--- config.mk ---
export PLATFORM = sky130hd
export DESIGN_NAME = sram_arbiter_flat
export DESIGN_NICKNAME = d
export VERILOG_FILES = /design/src/rtl/sram_arbiter_if.sv /design/src/rtl/sram_arbiter.sv /design/src/flat_wrapper.sv
export SDC_FILE = /design/constraint.sdc
export NUM_CORES = 1
export LEC_CHECK = 0
export BUFFER_PORTS_ARGS = -buffer_cell sky130_fd_sc_hd__buf_4
export CORE_AREA = 4 4 104 106
export CTS_BUF_LIST = sky130_fd_sc_hd__clkbuf_8
export DETAILED_ROUTE_END_ITERATION = 12
export DIE_AREA = 0 0 108 110
export PLACE_DENSITY = 0.75
export REMOVE_ABC_BUFFERS = 1
export SLEW_MARGIN = 20
export SYNTH_ARGS = -nofsm -noshare
export SYNTH_HDL_FRONTEND = slang
export SYNTH_SLANG_ARGS = --single-unit
--- constraint.sdc ---
create_clock -name clk -period 3.1 [get_ports clk]
set_clock_uncertainty 0.15 [all_clocks]
set_input_delay 0 -clock clk [delete_from_list [all_inputs] [get_ports clk]]
set_output_delay 0 -clock clk [all_outputs]
set_load 0.05 [all_outputs]
--- src/rtl/sram_arbiter_if.sv ---
// Bundle between the pipeline fetch/mem ports, the arbiter and the single-ported SRAM.
// The arbiter uses the slave view; the pipeline-plus-SRAM side uses the master view.
interface sram_arbiter_if;
   localparam int unsigned ADDR_W = 32;
   localparam int unsigned DATA_W = 32;
   localparam int unsigned WEN_W  = 4;

   logic              inst_req;
   logic [ADDR_W-1:0] inst_addr;
   logic              inst_gnt;
   logic              inst_valid;
   logic [DATA_W-1:0] inst_rdata;

   logic              data_req;
   logic [WEN_W-1:0]  data_wen;
   logic [ADDR_W-1:0] data_addr;
   logic [DATA_W-1:0] data_wdata;
   logic              data_gnt;
   logic              data_valid;
   logic [DATA_W-1:0] data_rdata;

   logic              ram_en;
   logic [WEN_W-1:0]  ram_wen;
   logic [ADDR_W-1:0] ram_addr;
   logic [DATA_W-1:0] ram_wdata;
   logic [DATA_W-1:0] ram_rdata;

   modport slave (
      input  inst_req, inst_addr, data_req, data_wen, data_addr, data_wdata, ram_rdata,
      output inst_gnt, inst_valid, inst_rdata, data_gnt, data_valid, data_rdata,
      output ram_en, ram_wen, ram_addr, ram_wdata
   );

   modport master (
      output inst_req, inst_addr, data_req, data_wen, data_addr, data_wdata, ram_rdata,
      input  inst_gnt, inst_valid, inst_rdata, data_gnt, data_valid, data_rdata,
      input  ram_en, ram_wen, ram_addr, ram_wdata
   );
endinterface

--- src/rtl/sram_arbiter.sv ---
// Shares one synchronous SRAM between instruction fetch and data access: data has
// priority, a starvation counter bounds how long fetch waits, responses return one cycle later.
module sram_arbiter #(
   parameter int unsigned STARVE_LIMIT = 4
) (
   input logic           clk,
   input logic           resetn,
   sram_arbiter_if.slave bus
);
   localparam int unsigned CNT_W  = 4;
   localparam int unsigned ADDR_W = 32;
   localparam int unsigned DATA_W = 32;
   localparam int unsigned WEN_W  = 4;

   typedef enum logic [1:0] {
      RESP_NONE,
      RESP_INST,
      RESP_DATA_RD,
      RESP_DATA_WR
   } respSrc_t;

   respSrc_t          respSrc;
   respSrc_t          respSrcNext;
   logic [CNT_W-1:0]  starveCnt;
   logic [CNT_W-1:0]  starveCntNext;
   logic [DATA_W-1:0] instHold;
   logic [DATA_W-1:0] dataHold;
   logic              instGnt;
   logic              dataGnt;
   logic              starved;

   // kseg0/kseg1 fold onto physical address zero; everything else is identity mapped.
   function automatic logic [ADDR_W-1:0] xlate(input logic [ADDR_W-1:0] vaddr);
      logic [ADDR_W-1:0] paddr;
      paddr = vaddr;
      if (vaddr[31:29] == 3'b100 || vaddr[31:29] == 3'b101) begin
         paddr[31:29] = 3'b000;
      end
      return paddr;
   endfunction

   // Arbitration, SRAM command steering and next-state selection.
   always_comb begin
      starved       = 1'b0;
      instGnt       = 1'b0;
      dataGnt       = 1'b0;
      respSrcNext   = RESP_NONE;
      starveCntNext = '0;
      bus.ram_en    = 1'b0;
      bus.ram_wen   = '0;
      bus.ram_addr  = '0;
      bus.ram_wdata = '0;

      starved = (starveCnt >= CNT_W'(STARVE_LIMIT));
      instGnt = resetn & bus.inst_req & (~bus.data_req | starved);
      dataGnt = resetn & bus.data_req & ~instGnt;

      if (dataGnt) begin
         bus.ram_en    = 1'b1;
         bus.ram_wen   = bus.data_wen;
         bus.ram_addr  = xlate(bus.data_addr);
         bus.ram_wdata = bus.data_wdata;
         respSrcNext   = (bus.data_wen == WEN_W'(0)) ? RESP_DATA_RD : RESP_DATA_WR;
      end else if (instGnt) begin
         bus.ram_en    = 1'b1;
         bus.ram_addr  = xlate(bus.inst_addr);
         respSrcNext   = RESP_INST;
      end

      // Count only cycles where fetch is actually waiting; saturate at the limit.
      if (bus.inst_req && !instGnt) begin
         starveCntNext = starved ? starveCnt : starveCnt + CNT_W'(1);
      end
   end

   always_ff @(posedge clk or negedge resetn) begin
      if (!resetn) begin
         respSrc   <= RESP_NONE;
         starveCnt <= '0;
         instHold  <= '0;
         dataHold  <= '0;
      end else begin
         respSrc   <= respSrcNext;
         starveCnt <= starveCntNext;
         if (respSrc == RESP_INST) begin
            instHold <= bus.ram_rdata;
         end
         if (respSrc == RESP_DATA_RD) begin
            dataHold <= bus.ram_rdata;
         end
      end
   end

   assign bus.inst_gnt   = instGnt;
   assign bus.data_gnt   = dataGnt;
   assign bus.inst_valid = (respSrc == RESP_INST);
   assign bus.data_valid = (respSrc == RESP_DATA_RD) || (respSrc == RESP_DATA_WR);
   assign bus.inst_rdata = (respSrc == RESP_INST) ? bus.ram_rdata : instHold;
   assign bus.data_rdata = (respSrc == RESP_DATA_RD) ? bus.ram_rdata : dataHold;
endmodule
--- src/flat_wrapper.sv ---
// flat-port wrapper written by rule: the top's interface ports become plain ports
module sram_arbiter_flat 
#(
   parameter int unsigned STARVE_LIMIT = 4
)
  (clk, resetn, bus_inst_req, bus_inst_addr, bus_data_req, bus_data_wen, bus_data_addr, bus_data_wdata, bus_ram_rdata, bus_inst_gnt, bus_inst_valid, bus_inst_rdata, bus_data_gnt, bus_data_valid, bus_data_rdata, bus_ram_en, bus_ram_wen, bus_ram_addr, bus_ram_wdata);
  sram_arbiter_if bus_i ();
  input logic clk;
  input logic resetn;
  input wire logic [$bits(bus_i.inst_req)-1:0] bus_inst_req;
  input wire logic [$bits(bus_i.inst_addr)-1:0] bus_inst_addr;
  input wire logic [$bits(bus_i.data_req)-1:0] bus_data_req;
  input wire logic [$bits(bus_i.data_wen)-1:0] bus_data_wen;
  input wire logic [$bits(bus_i.data_addr)-1:0] bus_data_addr;
  input wire logic [$bits(bus_i.data_wdata)-1:0] bus_data_wdata;
  input wire logic [$bits(bus_i.ram_rdata)-1:0] bus_ram_rdata;
  output wire logic [$bits(bus_i.inst_gnt)-1:0] bus_inst_gnt;
  output wire logic [$bits(bus_i.inst_valid)-1:0] bus_inst_valid;
  output wire logic [$bits(bus_i.inst_rdata)-1:0] bus_inst_rdata;
  output wire logic [$bits(bus_i.data_gnt)-1:0] bus_data_gnt;
  output wire logic [$bits(bus_i.data_valid)-1:0] bus_data_valid;
  output wire logic [$bits(bus_i.data_rdata)-1:0] bus_data_rdata;
  output wire logic [$bits(bus_i.ram_en)-1:0] bus_ram_en;
  output wire logic [$bits(bus_i.ram_wen)-1:0] bus_ram_wen;
  output wire logic [$bits(bus_i.ram_addr)-1:0] bus_ram_addr;
  output wire logic [$bits(bus_i.ram_wdata)-1:0] bus_ram_wdata;
  assign bus_i.inst_req = bus_inst_req;
  assign bus_i.inst_addr = bus_inst_addr;
  assign bus_i.data_req = bus_data_req;
  assign bus_i.data_wen = bus_data_wen;
  assign bus_i.data_addr = bus_data_addr;
  assign bus_i.data_wdata = bus_data_wdata;
  assign bus_i.ram_rdata = bus_ram_rdata;
  assign bus_inst_gnt = bus_i.inst_gnt;
  assign bus_inst_valid = bus_i.inst_valid;
  assign bus_inst_rdata = bus_i.inst_rdata;
  assign bus_data_gnt = bus_i.data_gnt;
  assign bus_data_valid = bus_i.data_valid;
  assign bus_data_rdata = bus_i.data_rdata;
  assign bus_ram_en = bus_i.ram_en;
  assign bus_ram_wen = bus_i.ram_wen;
  assign bus_ram_addr = bus_i.ram_addr;
  assign bus_ram_wdata = bus_i.ram_wdata;
  sram_arbiter #(.STARVE_LIMIT(STARVE_LIMIT)) u_core (.clk(clk), .resetn(resetn), .bus(bus_i));
endmodule
==> impl_metrics.ini <==
[hold_path]
holdPathEnd = bus_ram_wdata[30]
min-delay-start = bus_data_wdata[30]
min_path_type = in2out
holdPathStages = 3

[worst_setup_path]
critical_path_class = reg2out
crit_fanout = 37
cp.required_ps = 2950
path_buf_inv = 2
cp.arrival_ps = 2250
max_stage_delay_ps = 550
reg2regPathDepth = 4
crit_slowest_cell = and3_2
path_depth = 5
worstSetupEndpointType = output port
cp_cell_sequence = o21ai_1, and3_2, buf_4, a32o_1, buf_4
crit_top_cell = buf_4
start_kind = register
reg2reg_to = u_core.respSrc[0]$_DFF_PN0_
r2r_slack_ps = 830
r2r_start = u_core.starveCnt[3]$_DFFE_PN0P_
cp_top_family = buffers and inverters

[detailed_routing]
num_vias = 3162
ant_nets = 0
firstDrtPassIters = 4
drc_errors = 0
vias_per_cell = 4.60
drtIter0Drc = 111
routed_wl_um = 12600
routedWlPerCell_um = 18.4

[clock_network]
cts-htree-levels = 3
cts_buffer_depth = 2
cts_tree = yes
clock-root-buffer = clkbuf_8
cts_buffers = 9
insertion_delay_ps = 340
cts.sinks = 70
clkTransAtPathRegs_ps = 70
cts_setup_buffers = 0

[global_routing]
grt_pass1_wl_um = 18500
grt_pass1_vias = 3458
grt-ovfl-total = 0
antenna_found_initial = 0
grt_start_max_net_pins = 58
grtUsageTotal_pct = 20.6

[synthesis]
synthesis.instances = 246
synth_ff_type = dfrtp_1
synthesis.area_sq_um = 3300
synth_area_per_cell_sq_um = 13.4
synthArstFlopShare_pct = 100
synth_cell_type_count = 27
ys_ff_latch = 70
yosys-top-cells-area = dfrtp_1 (53%), mux2_2 (21%), a22o_1 (8.0%)
yosysTopAreaCell = dfrtp_1
yosys_warnings = 0
synth_edf_count = 0
synth_top_area_share_pct = 53.0
ys_seq_area_share_pct = 53.0

[sta]
finalSetupViolCount = 0
hold_violations = 0
fin_crit_sh_pct = 77.5
slew_violations = 0
worstMarginPinSlew_ps = 996
fmaxAchievable_mhz = 416
setup_slack_ps = 697
min_period_ps = 2400
max_slew_margin_pct = 33.4
rsz0062_at_grt = no

[power_and_ir_drop]
pwr_density_cell_nw_per_um2 = 632
power_leakage_uw = 0.00302
ir_drop_v = 0.000317

[final_layout]
stdcell_count = 688
layout.nets = 687
num_antenna_cells = 0
post-route-util_pct = 61.7
design_area_sq_um = 6030
area_growth_pct = 82.5
final_cell_mix = buf_4 (276), dfrtp_1 (70), mux2_2 (63)
drive_above_1_share_pct = 66.5
layout_commonest_cell = buf_4

[die]
die_y_um = 110
core_area_sq_um = 9770
core.rowCount = 36
pin_count = 273
die_x_um = 108
dieArea_sq_um = 11900
start_util_pct = 33.8

[placement]
io_buffers = 272
dp_hpwl_um = 9630
gp_congestion = 0.872
dpl_cell_area_sq_um = 5410
preCtsSetupSlack_ps = 1050
placedCellCount = 635

[run]
cap_violations = 0

[outcome]
status = complete, no violations
[area by class of cell]
class                           instances  area (sq um)
Timing Repair Buffer                  313          2440
Tap cell                              133           166
Inverter                                2          7.51
Sequential cell                        70          1750
Fill cell                             755          3740
Clock inverter                          6           109
Multi-Input combinational cell        154          1420
Clock buffer                           10           138
[routing by layer]
metal	wire [um]	vias up	global-route usage, %
li1	-	1479	-
met1	4500	1495	22.0
met2	6600	168	37.4
met3	1310	20	8.04
met4	222	0	6.67
met5	0	-	0
[kinds of logic after synthesis]
group,Yosys count,synth area share [%]
fa+ha+maj,1,0.379
compound gates,38,10.1
mux,65,22.1
buf+inv,22,4.28
xor+xnor,1,0.265
flops,70,53.0
simple gates,49,9.88
[where the power goes]
group / leakage, uW / internal, uW / switching [uW]
Combinational: 0.00206 / 620 / 1160
Sequential: 0.000828 / 1090 / 49.6
Clock: 0.000126 / 554 / 331
[Yosys cell counts, drive strengths merged, types with 2 or more instances]
library cell / number
a32o: 2
nor3b: 3
nor2: 2
a22o: 30
nand2: 2
buf: 17
nand2b: 2
clkbuf: 3
a21oi: 2
dfrtp: 70
and2: 37
inv: 2
mux2: 64
[tightest hold or removal path: stages]
cell    delay [ps]
buf_4           70
and2_1         100
buf_4          190
[flip-flops by register name, indices dropped and copies added (netlist names)]
name,cells
u_core.dataHold,32
u_core.instHold,32
u_core.respSrc,2
u_core.starveCnt,4
[what timing repair did]
action	CTS	global route
hold endpoints to repair	139	0
hold buffers	37	0
gates resized for setup	0	0
[how the worst max path moves through the flow]
stage	to	from	slack [ps]
global route	bus_ram_addr[3]	u_core.starveCnt[3]$_DFFE_PN0P_	510
CTS	bus_ram_addr[16]	u_core.starveCnt[3]$_DFFE_PN0P_	650
floorplan	u_core.instHold[0]$_DFF_PN0_	u_core.respSrc[1]$_DFF_PN0_	-550
detailed placement	bus_ram_addr[16]	u_core.starveCnt[3]$_DFFE_PN0P_	1050
global placement	bus_ram_addr[31]	u_core.starveCnt[2]$_DFFE_PN0P_	1080
finish	bus_ram_addr[31]	u_core.starveCnt[3]$_DFFE_PN0P_	700
[per-stage QoR]
step	setup TNS (ps)	hold WS [ps]	total power, uW
after global placement	0	-264	2870
final	0	219	3810
after global routing	0	229	3970
after CTS	0	220	3840
after detailed placement	0	-265	2900
after floorplan	-31100	-446	2300
No activity file was read; power rests on OpenSTA's default activity.
